**config.mk**
```make
export PLATFORM = sky130hd
export DESIGN_NAME = seq_alu_unit
export DESIGN_NICKNAME = d
export VERILOG_FILES = /design/src/rtl/seq_alu_unit.sv
export SDC_FILE = /design/constraint.sdc
export NUM_CORES = 1
export LEC_CHECK = 0
export BUFFER_PORTS_ARGS = -buffer_cell sky130_fd_sc_hd__buf_2
export CAP_MARGIN = 20
export CORE_UTILIZATION = 45
export DETAILED_ROUTE_END_ITERATION = 12
export REMOVE_ABC_BUFFERS = 1
export SYNTH_ARGS = -nofsm -noshare
export SYNTH_HDL_FRONTEND = slang
export SYNTH_SLANG_ARGS = --single-unit
export TNS_END_PERCENT = 10
```
**constraint.sdc**
```tcl
create_clock -name i_clk -period 2.6 [get_ports i_clk]
set_input_delay 0.13 -clock i_clk [delete_from_list [all_inputs] [get_ports i_clk]]
set_output_delay 0.13 -clock i_clk [all_outputs]
set_load 0.005 [all_outputs]
```
**src/rtl/seq_alu_unit.sv**
```systemverilog
// Handshaked sequential ALU: single-cycle SUB/NAND, bit-serial leading-ones count
// and one-hot decode over the concatenated operand pair {B,A}.
module seq_alu_unit #(
    parameter int unsigned WIDTH = 4
) (
    input  logic             i_clk,
    input  logic             i_rst,
    input  logic             i_valid,
    output logic             o_ready,
    input  logic [1:0]       i_op,
    input  logic [WIDTH-1:0] i_a,
    input  logic [WIDTH-1:0] i_b,
    output logic             o_valid,
    input  logic             i_ready,
    output logic [WIDTH-1:0] o_y,
    output logic             o_overflow,
    output logic             o_err
);

    localparam int unsigned DW = 2 * WIDTH;
    localparam int unsigned IW = $clog2(DW);
    localparam int unsigned CW = IW + 1;
    localparam logic [CW-1:0] LastIdx = CW'(DW - 1);

    localparam logic [1:0] OpSub   = 2'b00;
    localparam logic [1:0] OpNand  = 2'b01;
    localparam logic [1:0] OpLones = 2'b10;
    localparam logic [1:0] OpOhdec = 2'b11;

    typedef enum logic [1:0] {StIdle, StScan, StDone} state_e;

    state_e          state_q;
    logic [1:0]      op_q;
    logic [DW-1:0]   opnd_q;
    logic [CW-1:0]   idx_q;
    logic [CW-1:0]   cnt_q;
    logic [CW-1:0]   pos_q;
    logic            found_q;
    logic [1:0]      nset_q;
    logic [WIDTH-1:0] y_q;
    logic            ovf_q;
    logic            err_q;

    logic            cur_bit;
    logic [CW-1:0]   cnt_next;
    logic [CW-1:0]   pos_next;
    logic            found_next;
    logic [1:0]      nset_next;
    logic            lones_done;
    logic            ohdec_done;
    logic [WIDTH-1:0] sub_y;
    logic            sub_ovf;

    always_comb begin
        cur_bit    = opnd_q[idx_q[IW-1:0]];
        cnt_next   = cnt_q + CW'(cur_bit);
        found_next = found_q | cur_bit;
        pos_next   = (cur_bit && !found_q) ? idx_q : pos_q;
        // Set-bit count saturates at 2: only "exactly one" matters.
        nset_next  = (cur_bit && nset_q != 2'd2) ? nset_q + 2'd1 : nset_q;
        lones_done = !cur_bit || (idx_q == '0);
        ohdec_done = (idx_q == LastIdx);
        sub_y      = i_a - i_b;
        sub_ovf    = (i_a[WIDTH-1] != i_b[WIDTH-1]) && (i_a[WIDTH-1] != sub_y[WIDTH-1]);
    end

    always_ff @(posedge i_clk) begin
        if (i_rst) begin
            state_q <= StIdle;
            op_q    <= 2'b00;
            opnd_q  <= '0;
            idx_q   <= '0;
            cnt_q   <= '0;
            pos_q   <= '0;
            found_q <= 1'b0;
            nset_q  <= 2'd0;
            y_q     <= '0;
            ovf_q   <= 1'b0;
            err_q   <= 1'b0;
        end else begin
            unique case (state_q)
                StIdle: begin
                    if (i_valid) begin
                        op_q    <= i_op;
                        opnd_q  <= {i_b, i_a};
                        cnt_q   <= '0;
                        pos_q   <= '0;
                        found_q <= 1'b0;
                        nset_q  <= 2'd0;
                        unique case (i_op)
                            OpSub: begin
                                y_q     <= sub_y;
                                ovf_q   <= sub_ovf;
                                err_q   <= 1'b0;
                                state_q <= StDone;
                            end
                            OpNand: begin
                                y_q     <= ~(i_a & i_b);
                                ovf_q   <= 1'b0;
                                err_q   <= 1'b0;
                                state_q <= StDone;
                            end
                            OpLones: begin
                                idx_q   <= LastIdx;
                                state_q <= StScan;
                            end
                            OpOhdec: begin
                                idx_q   <= '0;
                                state_q <= StScan;
                            end
                            default: state_q <= StIdle;
                        endcase
                    end
                end
                StScan: begin
                    if (op_q == OpLones) begin
                        cnt_q <= cnt_next;
                        idx_q <= idx_q - 1'b1;
                        if (lones_done) begin
                            y_q     <= WIDTH'(cnt_next);
                            ovf_q   <= (cnt_next >> WIDTH) != '0;
                            err_q   <= 1'b0;
                            state_q <= StDone;
                        end
                    end else begin
                        found_q <= found_next;
                        pos_q   <= pos_next;
                        nset_q  <= nset_next;
                        idx_q   <= idx_q + 1'b1;
                        if (ohdec_done) begin
                            y_q     <= found_next ? WIDTH'(pos_next) : '0;
                            ovf_q   <= (pos_next >> WIDTH) != '0;
                            err_q   <= (nset_next != 2'd1);
                            state_q <= StDone;
                        end
                    end
                end
                StDone: begin
                    if (i_ready) begin
                        state_q <= StIdle;
                    end
                end
                default: state_q <= StIdle;
            endcase
        end
    end

    assign o_ready    = (state_q == StIdle);
    assign o_valid    = (state_q == StDone);
    assign o_y        = y_q;
    assign o_overflow = ovf_q;
    assign o_err      = err_q;

endmodule

```
## After elaboration in Yosys (flattened, before gate mapping)

Cells that the tools add are included.

- Register bits: 33
- Bits of input ports: 14
- Output and inout port bits: 8
- Word-level logic and storage cells: 103

- $add $sub $neg: 5
- $lt $le $gt $ge: 1
- Equality and inequality tests: 20
- Muxes and demuxes: 44
- Bitwise logic cells: 3
- Reduce and logical (&&, ||, !) cells: 19

Operator list:

| operator | number |
|---|---|
| 4-bit one-hot mux with 2 select lines | 6 |
| 4-bit two-way mux | 11 |
| 2-bit two-way mux | 8 |
| 1-bit two-way mux | 11 |
| 2-bit inequality test (second input constant) | 5 |
| 5-bit AND reduction | 2 |
| 3-bit AND reduction | 3 |
| 2-bit equality test (second input constant) | 4 |
| 1-bit one-hot mux with 2 select lines | 4 |
| 2-bit one-hot mux with 2 select lines | 2 |
| 3-bit by 1-bit inequality test with 1-bit output (second input constant) | 2 |
| 3-bit inequality test (second input constant) | 2 |
| 2-bit one-hot mux with 3 select lines | 1 |
| 4-bit by 1-bit adder with 4-bit output | 1 |
| 4-bit by 1-bit adder with 4-bit output (second input constant) | 1 |
| 4-bit AND | 1 |
| 2-bit by 1-bit equality test with 1-bit output (second input constant) | 2 |
| 4-bit by 3-bit equality test with 1-bit output (second input constant) | 1 |
| 2-bit zero test | 2 |
| 4-bit zero test | 1 |
| 3-bit by 4-bit less-than comparator with 1-bit output (second input constant) | 1 |
| 2-bit by 1-bit inequality test with 1-bit output (second input constant) | 2 |
| 4-bit NOT | 1 |
| 4-bit AND reduction | 1 |
| 12 further kinds | 17 |

## Logic depth before layout (Yosys ltp)

Gate-level depths: netlist of the first run.

- Depth in word-level cells: 8
- Mapped depth: 10
- Gate-level depth less buffers: 9

## Worst setup path before layout of the first run

No wires, ideal clock.

- Kind: reg2reg
- Start: register idx_q[1]
- End: register y_q[2], in the netlist o_y[2]
- Setup time: 132 ps
- Data arrival time: 2182 ps
- Required time: 2468 ps
- Path slack: 286 ps
- Stages on the path, launching flop included: 11
- Buffers on the path: 1
- Path through: dfxtp_1 -> buf_6 -> mux4_2 -> mux2i_4 -> inv_2 -> ha_1 -> ha_1 -> xnor2_1 -> a21oi_1 -> a221oi_2 -> nor3_1

- Longest elaborated chain between the ends: 8
- Elaborated cells between the ends (all ways): 18
- Those cells by class: add/sub (1); eq/ne (3); mux (8); bitwise (1); reduce/logical (5)

Ends and longest elaborated chain:

| what | line | RTL |
|---|---|---|
| start, declared | 35 | `logic [CW-1:0] idx_q;` |
| start signal, assigned | 104 | `idx_q <= LastIdx;` |
| start signal, assigned | 118 | `idx_q <= idx_q - 1'b1;` |
| start signal, assigned | 129 | `idx_q <= idx_q + 1'b1;` |
| parallel branches: the longest is 8 deep, another holds 4-bit by 1-bit adder with 4-bit output | n/a |  |
| end signal, assigned | 92 | `y_q <= sub_y;` |
| end signal, assigned | 120 | `y_q <= WIDTH'(cnt_next);` |
| end signal, assigned | 131 | `y_q <= found_next ? WIDTH'(pos_next) : '0;` |
| end, declared | 40 | `logic [WIDTH-1:0] y_q;` |

Several ways; the timed one is not identified. The select of a mux whose other input is x is not followed.
A chain may end at the register's enable or synchronous reset.

## Worst setup path in the final report of the first run

Same ends and word-level chain as after synthesis.

==> run_results.csv, run 1 <==
group,metric,value,unit
pwr,p_per_area,547.5,nW/um^2
global_routing,busiest_layer,"met2",
synthesis,synth.largest_area_cell,"dfxtp_1",
synthesis,synth-seq-cells,33,
clock_network,cts_made_buffers,5,
clock_network,cts_sinks,33,
floorplanning,initial_core_util,48.34,%
synthesis,syn_avg_cell_area,8.289,sq um
sta,period_minus_slack,2389,ps
global_routing,grt_pass1_wl,7.665,mm
synthesis,yosys_most_used_dff,"dfxtp_1",
global_routing,gr-usage-met1,30.14,%
finish,nets,287,
setup_path,criticalPathCategory,"reg -> reg",
sta,hold_violations,0,
global_routing,grt_antenna_before_repair,0,
route,initialDrtViolationCount,120,
clock_network,cts_tree,"yes",
synthesis,synth_area_leaders,"dfxtp_1 33%, a21oi_1 7.5%, ha_1 7.5%",
route,drc,0,
finish,n_fill_cell,412,
placement,port-buffer-count,21,
sta,slew_headroom,52.40,%
placement,dp_cells,302,
synthesis,synth.area.mux_share,6.289,%
sta,skew,9.604,ps
setup_path,cp-end-kind,"flop",
global_routing,grt_overflow,0,
route,antenna_left,0,
status,status,"finished, final reports clean",
hold_path,whs_path_depth,3,
global_routing,met3_usage,3.947,%
sta,max_freq,0.4185,GHz
finish,fin_cells,309,
clock_network,clockBufferDepth,2,
synthesis,async_flop_share,0,%
global_routing,grt_max_degree,34,
synthesis,synthSimpleGateAreaFrac,25.16,%
sta,tightest_slew,712.5,ps
clock_network,post-cts-setup-buffers,0,
synthesis,yosysSeqAreaShare,33.21,%
finish,num_antenna_cells,0,
hold_path,hp-class,"in -> reg",
clock_network,clkLatencyLatePin,290,ps
pwr,ir_worst_vdd,0.2379,mV
floorplanning,die_area,4691,sq um
setup_path,worstPathArrival,2540,ps
clock_network,clk_pin_slew,70,ps
sta,final.period_utilization,91.90,%
synthesis,synth_top_family_by_area,"simple AND/OR/NAND/NOR gates",
sta,timing.final.max_slew_violations,0,
synthesis,yosysWarnings,0,
synthesis,synth_adder_area_share,9.560,%
finish,drive_gt1_share,17.76,%
floorplanning,dieWidth,68.49,um
synthesis,synth_edf_count,0,
finish,layout_common_cells,"36 x nand2_1, 32 x dfxtp_1, 30 x a21oi_1",
finish,syn2layout_area_growth,10.50,%
floorplanning,fp.dieH,68.49,um
sta,setup_tns,0,ps
setup_path,cp_data_required_time,2750,ps
synthesis,syn_inst,240,
route,vias,1713,
floorplanning,num_rows,23,
setup_path,crit_fanout,6,
sta,timing.hold.ws,105.5,ps
finish,utilization,53.42,%
global_routing,first_global_vias,1593,
floorplanning,io_pins,22,
synthesis,yosysTopAreaCellShare,33.21,%
route,first_pass_iters,5,
finish,mostFrequentLayoutCell,"nand2_1",
global_routing,grt.total_usage,22.74,%
setup_path,reg2reg_depth,9,
clock_network,ctsRootBufferMaster,"clkbuf_8",
route,routedWlPerCell,15.08,um
sta,rsz0062_at_grt,"false",
placement,dp_hpwl,3.302,mm
sta,finalSetupViolCount,0,
clock_network,htreeDepth,2,
synthesis,synth_area,1989,sq um
synthesis,synth-xor-area-share,2.201,%
pwr,leakagePower,0.0009209,uW
synthesis,synth_cell_types,49,
floorplanning,core_region_area,4115,sq um
global_routing,met2_usage,36.03,%
route,via_per_inst,5.544,
placement,place_congestion,0.7897,
run,max_cap_violations,0,
route,finalWirelength,4.661,mm
synthesis,synth_compound_area_share,17.48,%
setup_path,critPathLaunchType,"flop",
## sequential cells by signal (all words and copies together) (netlist names), 2 cells and up
signal / cells
o_y: 4
pos_q: 4
op_q: 2
opnd_q: 8
nset_q: 2
cnt_q: 4
idx_q: 4
state_q: 2
## worst max-delay path, stage by stage, from the launching register on
cell	delay, ps
dfxtp_2	390
mux4_2	540
mux2i_4	240
inv_2	100
ha_1	210
ha_1	220
xnor2_1	140
a21oi_1	90
a221oi_2	240
nor3_1	70
## power by group
part / switching (uW) / total, uW / internal (uW)
sequential: 24.8 / 557 / 533
clock: 185 / 395 / 210
combinational: 147 / 251 / 104
## Yosys cell counts (4+ instances only)
cell / number
nand2_1: 36
nand2b_1: 4
inv_1: 8
o21ai_0: 10
nor2_1: 22
nand3_1: 8
dfxtp_1: 33
nor3_1: 5
a21oi_1: 30
ha_1: 12
nor2b_1: 4
clkbuf_1: 9
nand3b_1: 6
## cells by family (layout without fill, tap and decap cells)
family                   count (synthesis)  after routing
AND/OR/NAND/NOR                        101            101
AO/OA/AOI/OAI                           56             56
flip-flops                              33             33
buffers and inverters                   24             43
adder cells (fa/ha/maj)                 14             14
multiplexers                             7              7
XOR/XNOR                                 5              5
## through the flow
| stage | total power (uW) | setup WS (ps) | instance area [sq um] |
|---|---|---|---|
| floorplan | 727.0 | 232.3 | 1906 |
| global placement | 818.0 | 198.7 | 2111 |
| detailed placement | 820.2 | 122.5 | 2111 |
| CTS | 1212 | 124.8 | 2197 |
| global route | 1261 | 76.82 | 2198 |
| finish | 1204 | 210.6 | 2198 |
## worst paths after layout
check | from | to | slack [ps]
hold reg to reg | o_err | o_err | 450
setup reg to reg | idx_q[1] | o_y[2] | 210
hold / removal | i_a[0] | opnd_q[0] | 110
setup / recovery | idx_q[1] | o_y[2] | 210
## layer usage
layer | share of wire (%) | vias to the layer above
met1 | 47 | 789
met5 | 0 | -
li1 | - | 884
met2 | 47 | 35
met3 | 4.3 | 5
met4 | 1.2 | 0
## repair_timing
action | in CTS | in global routing
hold endpoints to repair | 0 | 0
hold buffers | 0 | 0
gates resized for setup | 0 | 1
endpoints found under the setup margin | 0 | 1
## final cells by class
class	count	area (sq um)	area share (%)
clock buffer	7	86.33	3.927
tap	50	62.56	2.846
timing repair buffer	26	142.6	6.488
multi-input combinational	183	1207	54.92
inverter	10	37.54	1.707
sequential	33	661.9	30.11
(Power assumes the default switching activity.)
==> inputs of run 2 (changes only) <==
--- a/config.mk
+++ b/config.mk
@@ -8,5 +8,5 @@
 export BUFFER_PORTS_ARGS = -buffer_cell sky130_fd_sc_hd__buf_2
 export CAP_MARGIN = 20
-export CORE_UTILIZATION = 45
+export CORE_UTILIZATION = 35
 export DETAILED_ROUTE_END_ITERATION = 12
 export REMOVE_ABC_BUFFERS = 1
==> constraint.sdc (replaced) <==
create_clock -name i_clk -period 2.6 [get_ports i_clk]
set_input_delay 0.78 -clock i_clk [delete_from_list [all_inputs] [get_ports i_clk]]
set_output_delay 0.78 -clock i_clk [all_outputs]
set_load 0.005 [all_outputs]
==> run 2 against run 1 <==
Against the previous run: critical path depth unchanged; non-clock buffer count up 1; cell count up 7.4%; combinational power about the same; maximum frequency up 0.94%; global-route usage down 5.2 points; sequential power about the same; first-iteration DRC count up 21%; core utilization down 13 points; count of clock-buffer cells in the layout down 2; critical path type unchanged; largest cell class unchanged; highest routed layer unchanged.
==> run_results.csv, run 2 (synthesized netlist as in run 1, its figures left out) <==
group,metric,value,unit
status,status,"finished, final reports clean",
finish,largest_reg_flops,8,
global_routing,first_global_vias,1648,
setup_path,crit_fanout,5,
setup_path,cp_data_required_time,2790,ps
clock_network,cts_made_buffers,5,
setup_path,worstPathArrival,2560,ps
sta,tightest_slew,787.0,ps
route,antenna_left,0,
setup_path,reg2reg_slack,230,ps
clock_network,ctsResizeCount,0,
clock_network,clockBufferDepth,2,
sta,finalSetupViolCount,0,
floorplanning,io_pins,22,
route,first_pass_iters,4,
finish,nets,288,
global_routing,grt_overflow,0,
clock_network,ctsHoldBuffers,0,
hold_path,whs_path_depth,2,
route,via_per_inst,5.298,
floorplanning,die_area,5989,sq um
pwr,p_per_area,567.5,nW/um^2
clock_network,cts_sinks,33,
route,vias,1759,
clock_network,htreeDepth,2,
global_routing,grt_antenna_before_repair,0,
setup_path,worstReg2RegStart,"idx_q[1]",
sta,skew,1.691,ps
clock_network,ctsRootBufferMaster,"clkbuf_8",
floorplanning,num_rows,27,
floorplanning,fp.dieH,77.39,um
sta,period_minus_slack,2367,ps
sta,timing.final.max_slew_violations,0,
finish,regMostFlops,"opnd_q",
finish,mostFrequentLayoutCell,"nand2_1",
floorplanning,dieWidth,77.39,um
finish,drive_gt1_share,18.08,%
finish,num_antenna_cells,0,
finish,fin_cells,332,
setup_path,cp-end-kind,"flop",
route,finalWirelength,4.606,mm
route,initialDrtViolationCount,145,
clock_network,clkLatencyLatePin,280,ps
clock_network,clk_pin_slew,70,ps
setup_path,r2r_end,"o_y[3]",
hold_path,hold_path_startpoint,"o_overflow",
placement,port-buffer-count,21,
global_routing,grt.total_usage,17.50,%
sta,hold_violations,0,
global_routing,grt_pass1_wl,8.031,mm
setup_path,critPathLaunchType,"flop",
run,max_cap_violations,0,
global_routing,grt_max_degree,34,
finish,syn2layout_area_growth,13.08,%
sta,final.period_utilization,91.05,%
sta,slew_headroom,47.42,%
sta,rsz0062_at_grt,"false",
setup_path,reg2reg_depth,9,
sta,max_freq,0.4224,GHz
hold_path,hp-class,"reg -> reg",
setup_path,criticalPathCategory,"reg -> reg",
pwr,ir_worst_vdd,0.2594,mV
floorplanning,initial_core_util,36.13,%
sta,setup_tns,0,ps
placement,dp_cells,325,
placement,dp_hpwl,3.364,mm
floorplanning,core_region_area,5507,sq um
placement,place_congestion,0.7739,
finish,layout_common_cells,"36 x nand2_1, 33 x dfxtp_1, 30 x a21oi_1",
hold_path,min_to,"o_overflow",
route,drc,0,
route,routedWlPerCell,13.87,um
clock_network,post-cts-setup-buffers,0,
clock_network,cts_tree,"yes",
pwr,leakagePower,0.0009345,uW
[run 2: how the worst max path moves through the flow]
stage / from / slack (ps) / endpoint
floorplan: i_valid / 140 / o_y[2]
global placement: i_b[1] / 150 / o_y[3]
detailed placement: i_b[1] / 130 / o_y[3]
CTS: idx_q[1] / 210 / o_y[3]
global route: idx_q[1] / 40 / o_y[2]
finish: idx_q[1] / 230 / o_y[3]
[run 2: through the flow]
step                power [uW]  setup slack [ps]  hold slack, ps  utilization, %  area, sq um
finish                    1277             232.8           455.8           40.85         2250
global route              1355             43.11           471.6           40.85         2250
CTS                       1291             210.1           456.1           40.85         2250
detailed placement       823.3             129.0           448.8           38.97         2146
global placement         822.1             150.2           443.7           38.97         2146
floorplan                727.0             141.4           425.2               -         1906
[run 2: critical path: stages, from the launching register on]
cell	delay, ps
dfxtp_1	440
mux4_2	560
mux2i_4	170
inv_2	90
ha_1	200
nand3_1	140
xor2_1	80
o21ai_0	240
nand2_1	100
a311oi_1	260
[run 2: cell type report]
type                    instances  area (sq um)
well taps                      72         90.09
repair buffers                 27         150.1
clock buffers                   5         68.82
flip-flops and latches         33         660.6
clock inverters                 2         35.03
multi-input cells             183          1207
fillers                       550          3257
inverters                      10         37.54
[run 2: where the power goes]
group	internal [uW]	switching, uW	total, uW
Sequential	532	24.1	556
Combinational	107	147	254
Clock	278	188	467
[run 2: metal layers]
metal / up-vias / share of wire (%) / GRT usage, %
met5: - / 0 / 0
met4: 0 / 1.9 / 9.245
met3: 7 / 5.1 / 3.647
met2: 46 / 45 / 25.84
met1: 824 / 48 / 23.78
li1: 882 / - / -
==> inputs of run 3 (changes only) <==
==> constraint.sdc (replaced) <==
create_clock -name i_clk -period 2.6 [get_ports i_clk]
set_input_delay 0.13 -clock i_clk [delete_from_list [all_inputs] [get_ports i_clk]]
set_output_delay 0.13 -clock i_clk [all_outputs]
set_load 0.005 [all_outputs]
==> run 3 against run 2 <==
Against the previous run: hold slack worse by 360 ps; via count is 2.6% lower; critical path depth did not move; clock power down 6.9%; global-route usage decreased by 0.42 points; sequential share of layout area barely moved; count of clock-buffer cells in the layout is 2 higher; cell area fell by 0.11%; cell count increased by 0.30%; clock skew rose by 2.1 ps; core utilization is essentially flat; wire length rose by 1.3%.
==> run_results.csv, run 3 (synthesized netlist as in run 1, its figures left out) <==
group,metric,value,unit
finish,drive_gt1_share,18.39,%
placement,dp_cells,325,
global_routing,grt_antenna_before_repair,0,
clock_network,cts_made_buffers,5,
route,vias,1713,
setup_path,reg2reg_depth,9,
global_routing,grt.total_usage,17.08,%
finish,mostFrequentLayoutCell,"nand2_1",
route,finalWirelength,4.665,mm
setup_path,worstPathArrival,2550,ps
clock_network,post-cts-setup-buffers,0,
pwr,ir_worst_vdd,0.1960,mV
global_routing,grt_overflow,0,
floorplanning,num_rows,27,
sta,slew_headroom,49.38,%
sta,max_freq,0.4170,GHz
hold_path,hold_path_startpoint,"i_b[3]",
finish,regMostFlops,"opnd_q",
pwr,leakagePower,0.0009357,uW
floorplanning,die_area,5989,sq um
clock_network,clockBufferDepth,2,
clock_network,htreeDepth,2,
floorplanning,io_pins,22,
setup_path,critPathLaunchType,"flop",
hold_path,min_to,"opnd_q[7]",
sta,period_minus_slack,2398,ps
clock_network,cts_tree,"yes",
pwr,finalPower,1247,uW
placement,place_congestion,0.7898,
finish,largest_reg_flops,8,
finish,layout_common_cells,"36 x nand2_1, 33 x dfxtp_1, 30 x a21oi_1",
sta,final.period_utilization,92.24,%
finish,n_fill_cell,574,
route,initialDrtViolationCount,123,
route,antenna_left,0,
sta,skew,3.803,ps
status,status,"finished, final reports clean",
finish,syn2layout_area_growth,12.96,%
placement,placed_area,2146,sq um
route,via_per_inst,5.144,
placement,dp_hpwl,3.389,mm
clock_network,ctsRootBufferMaster,"clkbuf_8",
floorplanning,dieWidth,77.39,um
floorplanning,fp.dieH,77.39,um
setup_path,worstReg2RegStart,"idx_q[1]",
finish,fin_cells,333,
route,drc,0,
clock_network,clk_pin_slew,70,ps
run,max_cap_violations,0,
finish,postLayoutCellArea,2247,sq um
sta,finalSetupViolCount,0,
sta,hold_violations,0,
setup_path,crit_fanout,6,
placement,port-buffer-count,21,
sta,timing.final.max_slew_violations,0,
route,first_pass_iters,4,
finish,num_antenna_cells,0,
setup_path,cp-end-kind,"flop",
setup_path,criticalPathCategory,"reg -> reg",
route,routedWlPerCell,14.01,um
setup_path,r2r_end,"o_y[2]",
sta,setup_tns,0,ps
sta,rsz0062_at_grt,"false",
global_routing,first_global_vias,1549,
global_routing,grt_max_degree,34,
clock_network,cts_sinks,33,
clock_network,clkLatencyLatePin,290,ps
clock_network,ctsHoldBuffers,0,
global_routing,grt_pass1_wl,7.797,mm
sta,tightest_slew,757.7,ps
pwr,p_per_area,555.0,nW/um^2
hold_path,hp-class,"in -> reg",
setup_path,reg2reg_slack,200,ps
hold_path,whs_path_depth,3,
floorplanning,core_region_area,5507,sq um
setup_path,cp_data_required_time,2750,ps
clock_network,ctsResizeCount,0,
floorplanning,initial_core_util,36.13,%
finish,nets,288,
run 3: metal layers:
layer	routed length (um)	vias to the layer above	share of wire, %	GRT usage [%]
met3	235	5	5.0	4.235
met5	0	-	0	0
met2	2167	40	46	27.26
met4	56	0	1.2	5.094
met1	2205	785	47	22.65
li1	-	883	-	-
run 3: how the worst max path moves through the flow:
stage / to / cells after the start / startpoint
5_1_grt: o_y[2] / 9 / idx_q[1]
3_5_place_dp: o_y[2] / 9 / idx_q[1]
6_report: o_y[2] / 9 / idx_q[1]
3_3_place_gp: o_y[2] / 9 / idx_q[1]
2_1_floorplan: o_y[2] / 9 / idx_q[1]
4_1_cts: o_y[2] / 9 / idx_q[1]
run 3: per-stage QoR:
step / util (%) / setup slack (ps) / hold WS, ps
4_1_cts: 40.81 / 203.7 / 92.11
3_5_place_dp: 38.97 / 200.5 / 402.3
2_1_floorplan: - / 232.3 / 199.1
5_1_grt: 40.81 / 59.03 / 99.65
3_3_place_gp: 38.97 / 259.5 / 403.1
6_report: 40.81 / 201.9 / 93.73
run 3: layout make-up:
type	count	area (sq um)	area share (%)
flip-flops and latches	33	660.6	29.40
repair buffers	27	150.1	6.682
inverters	10	37.54	1.670
clock inverters	1	5.005	0.2227
multi-input cells	183	1207	53.73
well taps	72	90.09	4.009
clock buffers	7	96.34	4.287
run 3: where the power goes:
part | switching, uW | total [uW] | internal, uW
clock network | 196 | 435 | 239
registers | 20.2 | 552 | 532
logic | 153 | 260 | 107
total | 369 | 1250 | 878
run 3: worst max-delay path, cell delays in order, from the launching register on:
cell	delay [ps]
dfxtp_1	390
mux4_2	540
mux2i_4	240
inv_2	100
ha_1	210
ha_1	220
xnor2_1	140
a21oi_1	100
a221oi_2	240
nor3_1	70
